<file path="config.mk">
export PLATFORM = sky130hd
export DESIGN_NAME = regfile_wport_arbiter
export DESIGN_NICKNAME = d
export VERILOG_FILES = /design/src/rtl/regfile_wport_arbiter.sv
export SDC_FILE = /design/constraint.sdc
export NUM_CORES = 1
export LEC_CHECK = 0
export ABC_AREA = 0
export CAP_MARGIN = 10
export CELL_PAD_IN_SITES_DETAIL_PLACEMENT = 0
export CELL_PAD_IN_SITES_GLOBAL_PLACEMENT = 1
export CORE_UTILIZATION = 45
export DETAILED_ROUTE_END_ITERATION = 10
export PLACE_DENSITY = 0.85
export SLEW_MARGIN = 20
export SYNTH_ARGS = -nofsm -noshare
export SYNTH_HDL_FRONTEND = slang
export SYNTH_SLANG_ARGS = --single-unit
</file>
<file path="constraint.sdc">
create_clock -name clk -period 4.13 [get_ports clk]
set_clock_uncertainty 0.2 [all_clocks]
set_input_delay 1.0325 -clock clk [delete_from_list [all_inputs] [get_ports clk]]
set_output_delay 1.0325 -clock clk [all_outputs]
set_load 0.03 [all_outputs]
</file>
<file path="src/rtl/regfile_wport_arbiter.sv">
// Register-file write-port arbiter: pipeline writeback (A) vs FIFO-buffered
// multi-cycle unit (B). Optional perf counters under REGARB_PERF_EN.
//
// Ports:
//   clk, reset                      clock, sync active-high reset
//   a_valid/a_addr/a_data, a_stall  writeback request and stall back
//   b_valid/b_addr/b_data, b_ready  multi-cycle unit valid/ready handshake
//   rf_we/rf_waddr/rf_wdata         registered write port to register file
//   busy_query, busy_hit            pending-write lookup for the hazard unit
//   stall_cnt, b_block_cnt          perf counters (REGARB_PERF_EN only)
module regfile_wport_arbiter #(
    parameter int WIDTH      = 32,
    parameter int DEPTH      = 4,
    parameter int STARVE_MAX = 3
) (
    input  logic             clk,
    input  logic             reset,
    input  logic             a_valid,
    input  logic [4:0]       a_addr,
    input  logic [WIDTH-1:0] a_data,
    output logic             a_stall,
    input  logic             b_valid,
    input  logic [4:0]       b_addr,
    input  logic [WIDTH-1:0] b_data,
    output logic             b_ready,
    output logic             rf_we,
    output logic [4:0]       rf_waddr,
    output logic [WIDTH-1:0] rf_wdata,
    input  logic [4:0]       busy_query,
    output logic             busy_hit
`ifdef REGARB_PERF_EN
    ,
    output logic [15:0]      stall_cnt,
    output logic [15:0]      b_block_cnt
`endif
);

    localparam int AW = $clog2(DEPTH);
    localparam int PW = AW + 1;
    localparam int SW = $clog2(STARVE_MAX + 2);

    logic [4:0]       addr_q [DEPTH];
    logic [WIDTH-1:0] data_q [DEPTH];
    logic [PW-1:0]    wptr_q, rptr_q, count;
    logic [SW-1:0]    starve_q, starve_d;
    logic             rf_we_q, rf_we_d;
    logic [4:0]       rf_waddr_q, rf_waddr_d;
    logic [WIDTH-1:0] rf_wdata_q, rf_wdata_d;

    logic empty, full, force_b, grant_a, pop, push;
    logic fifo_hit;
    logic [AW-1:0] idx;

    assign count = wptr_q - rptr_q;
    assign empty = (wptr_q == rptr_q);
    // Same index, opposite lap bit: writer is a full lap ahead.
    assign full  = (wptr_q[PW-1] != rptr_q[PW-1]) &&
                   (wptr_q[AW-1:0] == rptr_q[AW-1:0]);

    assign force_b = (starve_q == SW'(STARVE_MAX)) && !empty;
    assign grant_a = !reset && a_valid && !force_b;
    assign pop     = !reset && !empty && (force_b || !a_valid);
    assign a_stall = !reset && a_valid && force_b;
    assign b_ready = !reset && !full;
    // r0 writes complete the handshake but are dropped here.
    assign push    = b_valid && b_ready && (b_addr != 5'd0);

    always_comb begin
        fifo_hit = 1'b0;
        idx      = '0;
        for (int k = 0; k < DEPTH; k++) begin
            idx = rptr_q[AW-1:0] + AW'(k);
            if ((PW'(k) < count) && (addr_q[idx] == busy_query))
                fifo_hit = 1'b1;
        end
    end

    assign busy_hit = (busy_query != 5'd0) &&
                      (fifo_hit || (rf_we_q && rf_waddr_q == busy_query));

    always_comb begin
        rf_we_d    = 1'b0;
        rf_waddr_d = rf_waddr_q;
        rf_wdata_d = rf_wdata_q;
        if (grant_a && a_addr != 5'd0) begin
            rf_we_d    = 1'b1;
            rf_waddr_d = a_addr;
            rf_wdata_d = a_data;
        end else if (pop) begin
            rf_we_d    = 1'b1;
            rf_waddr_d = addr_q[rptr_q[AW-1:0]];
            rf_wdata_d = data_q[rptr_q[AW-1:0]];
        end
    end

    always_comb begin
        starve_d = starve_q;
        if (pop || empty)
            starve_d = '0;
        else if (grant_a && starve_q != SW'(STARVE_MAX))
            starve_d = starve_q + SW'(1);
    end

    always_ff @(posedge clk) begin
        if (reset) begin
            wptr_q     <= '0;
            rptr_q     <= '0;
            starve_q   <= '0;
            rf_we_q    <= 1'b0;
            rf_waddr_q <= '0;
            rf_wdata_q <= '0;
        end else begin
            if (push) wptr_q <= wptr_q + PW'(1);
            if (pop)  rptr_q <= rptr_q + PW'(1);
            starve_q   <= starve_d;
            rf_we_q    <= rf_we_d;
            rf_waddr_q <= rf_waddr_d;
            rf_wdata_q <= rf_wdata_d;
        end
    end

    always_ff @(posedge clk) begin
        if (push) begin
            addr_q[wptr_q[AW-1:0]] <= b_addr;
            data_q[wptr_q[AW-1:0]] <= b_data;
        end
    end

    assign rf_we    = rf_we_q;
    assign rf_waddr = rf_waddr_q;
    assign rf_wdata = rf_wdata_q;

`ifdef REGARB_PERF_EN
    logic [15:0] stall_cnt_q, b_block_cnt_q;

    always_ff @(posedge clk) begin
        if (reset) begin
            stall_cnt_q   <= '0;
            b_block_cnt_q <= '0;
        end else begin
            if (a_stall && stall_cnt_q != 16'hFFFF)
                stall_cnt_q <= stall_cnt_q + 16'd1;
            if (b_valid && !b_ready && b_block_cnt_q != 16'hFFFF)
                b_block_cnt_q <= b_block_cnt_q + 16'd1;
        end
    end

    assign stall_cnt   = stall_cnt_q;
    assign b_block_cnt = b_block_cnt_q;
`endif

endmodule

</file>
==> results.py <==
metrics = {
    "final_layout": {
        "fin_nets": 711,
        "post-route-util_pct": 58.9,
        "drive_gt1_share_pct": 16.8,
        "fillers": 1328,
        "syn_to_final_growth_pct": 27.0,
        "diodes": 0,
    },
    "pwr": {
        "power_density_nw_per_um2": 477,
        "ir_drop_uv": 308,
        "p_total_w": 0.00491,
        "p_leak_nw": 3.34,
    },
    "route": {
        "num_vias": 4778,
        "drt-total-wl_um": 17200,
        "ant_nets": 0,
        "dr.pass1.iters": 5,
        "drc": 0,
        "drtIter0Drc": 332,
        "wl_per_cell_um": 20.1,
        "drt-vias-per-instance": 5.58,
    },
    "synth": {
        "async_flop_share_pct": 0,
        "syn_area_um2": 8110,
        "ys_seq_area_share_pct": 66.9,
        "netlist.area_leader.share_pct": 54.8,
        "avgSynthCellArea_um2": 16.4,
        "synth_cell_type_count": 38,
        "yosys-top-cells-area": "edfxtp_1, mux4_2, dfxtp_1",
        "synth_commonest_cells": "edfxtp_1, dfxtp_1, mux4_2",
        "yosys.area.top_type": "edfxtp_1",
        "synth_edf_count": 148,
        "synth_most_common_cell": "edfxtp_1",
        "ys_seq_elements": 197,
        "ys_warn_count": 0,
        "synth_fp_nets": 588,
        "ys_dominant_reg_cell": "edfxtp_1",
        "syn_inst": 495,
    },
    "timing": {
        "tns_ns": 0,
        "final_hold_viol_count": 0,
        "slew_headroom_pct": 30.9,
        "setup_ws_ns": 0.134,
        "drv_slew": 0,
        "worstMarginPinSlew_ns": 1.04,
        "rsz0062_at_grt": "no",
        "final-setup-viol-count": 0,
        "final.period_utilization_pct": 96.8,
        "fin_hold_ws_ns": 0.244,
        "fmax_mhz": 250,
        "fin_crit_ns": 4.00,
    },
    "clocking": {
        "clk_pin_slew_ns": 0.07,
        "cts_tree": "done",
        "cts_root_buf": "clkbuf_16",
        "cts_sinks": 197,
        "cts_buffers": 17,
        "cts_buffer_depth": 2,
        "clock_latency_ns": 0.43,
        "htreeDepth": 4,
    },
    "min_path": {
        "hp-class": "flip-flop to flip-flop",
    },
    "global_route": {
        "grt_max_degree": 46,
        "grt_first_pass_wirelength_um": 26700,
        "antenna_found_initial": 0,
        "grt.overflow.total": 0,
        "grt_usage_pct": 19.6,
        "grt_pass1_vias": 4991,
    },
    "critical_path": {
        "path_buf_inv": 1,
        "cpLargestDelayFamily": "multiplexers",
        "crit_path_end_kind": "primary output",
        "cp_max_fo": 10,
        "required_ns": 2.90,
        "cp_slowest_stage_delay_ns": 0.54,
        "crit_chain": "ha_4, mux4_2, xor2_1, nor4_1, nand3_1, o311ai_1, o22a_1, buf_4",
        "worst-setup-path-type": "flip-flop to primary output",
        "start_kind": "flip-flop",
        "cpMaxStageDelayCell": "mux4_2",
        "crit_arrival_ns": 2.76,
    },
    "die": {
        "fp.dieW_um": 136,
        "start_util_pct": 46.4,
        "io_pins": 124,
        "core_um2": 17500,
        "design.die.area_um2": 18600,
        "die_h_um": 136,
        "rows": 48,
    },
    "placed_design": {
        "io_buffers": 123,
        "dp_slack_ns": 0.196,
        "hpwl_um": 11100,
        "gp_congestion": 0.889,
    },
    "job": {
        "maxCapViolations": 0,
    },
    "outcome": {
        "status": "finished clean",
    },
}
## registers in the layout, indices dropped and copies added, names as in the netlist, named ones only
signal / flops
addr_q: 20
data_q: 128
rf_waddr: 5
rf_wdata: 32
rf_we: 1
rptr_q: 3
starve_q: 3
wptr_q: 3
## cell families (layout without fill, tap and decap cells)
kind of cell | after synthesis | in the layout | synth area share, %
adder cells (fa/ha/maj) | 10 | 10 | 1.64
flip-flops | 197 | 197 | 66.9
XOR/XNOR | 31 | 31 | 3.35
multiplexers | 53 | 53 | 14.8
buffers and inverters | 41 | 177 | 2.16
AND/OR/NAND/NOR | 77 | 77 | 4.23
AO/OA/AOI/OAI | 86 | 86 | 6.88
## cells in the final DEF, fill, tap and decap left out, types with 3 or more instances in the layout
master,n
clkdlybuf4s50_1,121
clkbuf_16,19
dfxtp_1,46
xnor2_1,17
xor2_1,13
inv_4,3
mux4_2,46
nand2_1,38
inv_1,8
ha_1,8
mux4_1,6
buf_4,12
and2_2,3
bufinv_16,3
a21oi_1,38
dfxtp_2,3
nand3_1,8
nor3_1,4
edfxtp_1,148
nor2_1,11
a22oi_1,36
## per-stage QoR
stage | instance area, um2 | cells
2_1_floorplan | 8110 | 495
3_5_place_dp | 9610 | 822
6_report | 10300 | 856
3_3_place_gp | 9610 | 822
5_1_grt | 10300 | 856
4_1_cts | 10300 | 854
## report_power, final
| part | internal, W | total, W | switching (W) | leakage (nW) |
|---|---|---|---|---|
| registers | 0.00221 | 0.00227 | 0.0000537 | 1.75 |
| clock network | 0.00105 | 0.00177 | 0.000716 | 0.316 |
| logic | 0.000434 | 0.000880 | 0.000446 | 1.28 |
| total | 0.00370 | 0.00491 | 0.00122 | 3.34 |
## cell type report
class	count	area [um2]	area share, %
clock buffer	20	489	4.75
clock inverter	12	158	1.53
inverter	8	30.0	0.291
multi-input combinational	257	2550	24.8
sequential	197	5430	52.7
tap	225	282	2.73
timing repair buffer	137	1360	13.2
## path summary, 6_finish.rpt
path / startpoint / endpoint / slack [ns] / depth (start not counted)
setup / recovery: rptr_q[1]$_SDFFE_PP0P_ / busy_hit / 0.13 / 8
hold / removal: starve_q[0]$_SDFFE_PP0P_ / starve_q[0]$_SDFFE_PP0P_ / 0.24 / 1
setup reg to reg: rptr_q[0]$_SDFFE_PP0P_ / data_q[1][4]$_DFFE_PP_ / 1.12 / 6
hold reg to reg: starve_q[0]$_SDFFE_PP0P_ / starve_q[0]$_SDFFE_PP0P_ / 0.24 / 1
## per-layer routing
metal  GRT usage [%]  wire [um]
met1            25.2       7370
met2            32.5       8560
met3            3.88        918
met4            8.21        317
met5               0          0
## repair_timing
action                     4_1_cts  5_1_grt
pin swaps                        0        1
hold buffers                     0        0
setup endpoints to repair        1        1
resized for setup                3        3
cloned                           0        0
setup buffers                    0        2
No activity file was read; power rests on OpenSTA's default activity.
==> variant 1, RTL diff (same settings) <==
`DEPTH`: 4 -> 8.
--- a/src/rtl/regfile_wport_arbiter.sv
+++ b/src/rtl/regfile_wport_arbiter.sv
@@ -10,7 +10,7 @@
 //   stall_cnt, b_block_cnt          perf counters (REGARB_PERF_EN only)
 module regfile_wport_arbiter #(
     parameter int WIDTH      = 32,
-    parameter int DEPTH      = 4,
+    parameter int DEPTH      = 8,
     parameter int STARVE_MAX = 3
 ) (
     input  logic             clk,
Behaviour: not the same (Yosys sat finds a counterexample within 10 cycles, from zero or initial values and one cycle with reset high).
==> variant 1 against the original RTL <==
The run now ends with negative setup slack left; setup slack lost 0.51 ns; wire length grew 130%; non-clock buffer count grew 68; final area grew 91%; critical path type unchanged; largest cell class unchanged; power grew 59%; register-to-register slack lost 0.69 ns; synthesized area grew 98%; sequential cell count grew 151.
==> variant 1: results (changes against the original RTL) <==
placed cell areas 18,300 µm² (+90%); largest net degree at the start of global routing 49 (+6.5%); status finished, violations left; Crit-path slowest cell mux4_2; Yosys top cell area share 55.3% (+0.46 points); sequential area share after synthesis 61.7% (-5.2 points); P_leak 6.24 nW (+87%); failing checks negative setup slack; worst hold path type reg -> reg; FILL cells 2,673 (+100%); drt first pass iters 7 (+2); Final WS setup -0.372 ns (-0.506 ns); antenna violations before repair 4 (+4); total global-route track usage 21.4% (+1.8 points); Synth Flop Type edfxtp_1; Max stage delay on crit path 0.51 ns (-0.03 ns); leading cell types by count after synthesis 296 x edfxtp_1, 118 x mux4_2, 72 x nand2_1; fraction of layout instances using a drive strength above 1 25.6% (+8.8 points); top cells by area, synth edfxtp_1 55%, mux4_2 17%, dfxtp_1 6.5%; wire length of the first global-routing pass 58,400 µm (+120%); Post-DP HPWL 24,900 µm (+120%); CTS max path bufs 3 (+1); CTS clk-pin slew, worst paths 0.07 ns (about the same); Inserted Clock Buffers 31 (+14); CTS root buffer clkbuf_16; crit path max fanout 6 (-4); top-count cell post-synth edfxtp_1; DRT iter0 DRCs 568 (+71%); Async S/R FF share, synth 0% (unchanged); Fin Setup TNS -0.372 ns (-0.372 ns); Netlist cell types 56 (+47%); clock latency at the later pin of the worst-skew pair 0.55 ns (+0.12 ns); relative slew slack 37.1% (+6.2 points); CTS H-tree lvls 1 (-3); sequential cell area 9940 µm² (+83%); syn nets 1,059 (+80%); WP data arrival 3.27 ns (+0.51 ns); Final Setup Violations 1 (+1); max reg flops 256 (+100%); VDD IR-drop max 0.385 mV (+25%); PortBufs 123 (unchanged); vias in the first global route 9,807 (+96%); WL/cell 23.9 µm (+19%); Layout Nets 1,230 (+73%); via count 9,498 (+99%); Synth warnings 0 (unchanged); cell family with most CP delay compound AO/OA/AOI/OAI gates; Post-synth EDFFs 296 (+100%); gpl congestion 0.877 (-1.4%)
==> variant 1: kinds of logic (layout without fill, tap and decap cells) <==
kind of cell,count (synthesis),count (layout),synth area share [%]
other cells,0,1,0
flops,348,348,61.7
simple gates,173,173,5.00
mux,183,183,21.0
fa+ha+maj,10,10,0.825
buf+inv,77,273,2.65
xor+xnor,72,72,4.08
compound gates,103,103,4.68
==> variant 1: final cells by class <==
type / count / share of cell area, %
clock inverters: 9 / 0.535
well taps: 455 / 2.90
clock buffers: 49 / 5.19
repair buffers: 205 / 10.6
multi-input cells: 541 / 29.9
flip-flops and latches: 348 / 50.6
diodes: 1 / 0.0127
inverters: 10 / 0.204
==> variant 1: path summary, 6_finish.rpt <==
| check | endpoint | depth (start not counted) | start | slack [ns] |
|---|---|---|---|---|
| min | starve_q[0]$_SDFFE_PP0P_ | 1 | starve_q[0]$_SDFFE_PP0P_ | 0.22 |
| max | busy_hit | 11 | rptr_q[0]$_SDFFE_PP0P_ | -0.37 |
| min reg2reg | starve_q[0]$_SDFFE_PP0P_ | 1 | starve_q[0]$_SDFFE_PP0P_ | 0.22 |
| max reg2reg | data_q[7][22]$_DFFE_PP_ | 9 | rptr_q[0]$_SDFFE_PP0P_ | 0.43 |
==> variant 1: layer usage <==
layer | GRT usage, % | part of all wire (%) | up-vias
met4 | 6.47 | 2.7 | 4
met2 | 37.6 | 52 | 363
met1 | 27.2 | 40 | 4847
met5 | 0 | 0.067 | -
li1 | - | - | 4204
met3 | 3.38 | 6.2 | 80
==> variant 1: worst reg2reg max path, delay by kind of cell, from the launching register on <==
kind	cells	cell delay (ns)
adders and majority gates	1	0.40
AOI/OAI and AO/OA	2	0.61
DFF	1	0.32
and+or+nand+nor	2	1.03
buffers and inverters	4	0.81
==> variant 1: report_power, final <==
part | internal, mW | total, mW | switching, mW
combinational | 0.417 | 0.842 | 0.425
sequential | 3.87 | 3.91 | 0.0414
clock | 1.82 | 3.05 | 1.22
total | 6.11 | 7.80 | 1.69
==> variant 1: timing repair <==
item / CTS / global route
gates resized for setup: 12 / 4
setup endpoints to repair: 1 / 1
pin swaps: 5 / 1
hold buffers: 0 / 0
setup buffers: 5 / 5
cloned: 1 / 0
==> variant 1: metrics by stage <==
stage | std cells | setup slack, ns
6_report | 1618 | -0.372
5_1_grt | 1617 | -0.539
4_1_cts | 1612 | -0.414
3_5_place_dp | 1548 | -0.0940
3_3_place_gp | 1548 | -0.125
2_1_floorplan | 966 | -0.318
==> variant 2, RTL diff (config.mk and constraints unchanged) <==
Made on the original files. Take the reset off `rf_waddr_q` and `rf_wdata_q` and load them in a clocked block of their own.
--- a/src/rtl/regfile_wport_arbiter.sv
+++ b/src/rtl/regfile_wport_arbiter.sv
@@ -107,16 +107,17 @@
             rptr_q     <= '0;
             starve_q   <= '0;
             rf_we_q    <= 1'b0;
-            rf_waddr_q <= '0;
-            rf_wdata_q <= '0;
         end else begin
             if (push) wptr_q <= wptr_q + PW'(1);
             if (pop)  rptr_q <= rptr_q + PW'(1);
             starve_q   <= starve_d;
             rf_we_q    <= rf_we_d;
-            rf_waddr_q <= rf_waddr_d;
-            rf_wdata_q <= rf_wdata_d;
         end
+    end
+
+    always_ff @(posedge clk) begin
+        rf_waddr_q <= rf_waddr_d;
+        rf_wdata_q <= rf_wdata_d;
     end
 
     always_ff @(posedge clk) begin
Behaviour: differs if reset is asserted again (counterexample within 4 cycles, from zero or initial values and one cycle with reset high); with reset held inactive, the same outputs for 4 cycles.
==> variant 2 against the original RTL <==
Count of clock-buffer cells in the layout fell by 3; the flow now finishes with violations (design-rule violations); sequential cell count did not move; utilization fell by 1.5 points; wire length fell by 9.4%; critical path depth fell by 1; setup slack improved by 0.059 ns; largest cell class unchanged; synthesized cell count fell by 18%; die area rose by 1.5%; final area rose by 0.22%; first-iteration DRC count fell by 34%; power fell by 4.5%; synthesized area rose by 1.5%.
==> variant 2: results (changes against the original RTL) <==
DR WL met2 8210 µm (-4.2%); Post-synth EDFFs 185 (+25%); cell family with most CP delay buffers and inverters; post-synthesis adder-cell area fraction 1.61% (-0.024 points); DRT iter0 DRCs 220 (-34%); max reg flops 128 (unchanged); wire length of the first global-routing pass 23,600 µm (-12%); crit path max fanout 6 (-4); syn nets 499 (-15%); Synth Area in Compound Gates 1.03% (-5.8 points); Worst Max-Slew Pin Slew 1.13 ns (+0.0887 ns); P_leak 3.33 nW (-0.30%); r2r startpoint rptr_q[1]$_SDFFE_PP0P_; Final Setup Violations 0 (unchanged); sequential area share after synthesis 70.4% (+3.5 points); antenna violations before repair 0 (unchanged); Crit-path slowest cell clkdlybuf4s50_1; postcts setup bufs 0 (unchanged); fraction of layout instances using a drive strength above 1 24.7% (+7.9 points); largest net degree at the start of global routing 39 (-15%); Netlist cell types 40 (+5.3%); leading cell types by count after synthesis 185 x edfxtp_1, 50 x mux4_2, 29 x mux2_2; crit path launch busy_query[3]; Max stage delay on crit path 0.59 ns (+0.05 ns); wl on met1 6330 µm (-14%); Max Cap Viol 0 (unchanged); VDD IR-drop max 0.281 mV (-8.9%); WP data arrival 2.70 ns (-0.06 ns); GRT overflow 0 (unchanged); Layout Nets 628 (-12%); failing checks design-rule violations; r2r worst-path depth 5 (-1); XOR/XNOR Fraction of Synth Area 3.19% (-0.16 points); mux share of post-synthesis cell area 19.4% (+4.5 points); drt first pass iters 7 (+2); top sig layer met4; post-route DRC violation count 1 (+1); met3 routed WL 646 µm (-30%); total global-route track usage 17.5% (-2.1 points); Synth Flop Type edfxtp_1; status finished, violations left; Inserted Clock Buffers 17 (unchanged); top cells by area, synth edfxtp_1 68%, mux4_2 14%, mux2_2 4.0%; CTS max path bufs 2 (unchanged); # resized after CTS 1 (-2); gpl congestion 0.796 (-10%); vias in the first global route 4,255 (-15%); Post-DP HPWL 10,000 µm (-9.4%); Synth warnings 0 (unchanged); worst hold path type reg -> reg; Placement Setup Slack 0.143 ns (-0.0535 ns); final WL 15,500 µm (-9.4%); via count 4,129 (-14%); Async S/R FF share, synth 0% (unchanged)
-- variant 2: changes by cell type after synthesis, moves of 11 or more --
| cell | change |
|---|---|
| nand2_1 | -32 |
| dfxtp_1 | -37 |
| edfxtp_1 | +37 |
| a21oi_1 | -37 |
| mux2_2 | +29 |
| clkbuf_1 | -11 |
| a22oi_1 | -36 |
-- variant 2: cells by family after synthesis --
group	Yosys count
flip-flops	197
multiplexers	89
AND/OR/NAND/NOR	38
XOR/XNOR	30
buffers and inverters	30
AO/OA/AOI/OAI	12
adder cells (fa/ha/maj)	10
-- variant 2: power breakdown --
group / total [mW] / internal, mW / switching [mW]
logic: 0.761 / 0.399 / 0.362
registers: 2.33 / 2.29 / 0.0417
clock network: 1.60 / 0.847 / 0.751
total: 4.69 / 3.54 / 1.15
-- variant 2: worst paths after layout --
path	to	slack (ns)
max reg2reg	data_q[3][16]$_DFFE_PP_	0.97
max	busy_hit	0.19
min reg2reg	starve_q[0]$_SDFFE_PP0P_	0.23
min	starve_q[0]$_SDFFE_PP0P_	0.23
-- variant 2: stage by stage --
| step | area [µm²] | instances |
|---|---|---|
| final | 10300 | 776 |
| after CTS | 10300 | 776 |
| after detailed placement | 9730 | 745 |
| after global placement | 9730 | 745 |
| after floorplan | 8230 | 406 |
| after global routing | 10300 | 776 |
-- variant 2: layer usage --
layer / up-vias / GRT usage, %
met2: 110 / 30.7
met3: 25 / 3.90
li1: 1899 / -
met5: - / 0
met4: 0 / 7.57
met1: 2095 / 20.6
-- variant 2: cell type report --
class | count | area (µm²)
inverters | 9 | 33.8
multi-input cells | 179 | 2320
repair buffers | 131 | 1320
fillers | 1321 | 7640
well taps | 229 | 287
flip-flops and latches | 197 | 5800
clock buffers | 17 | 425
clock inverters | 14 | 149
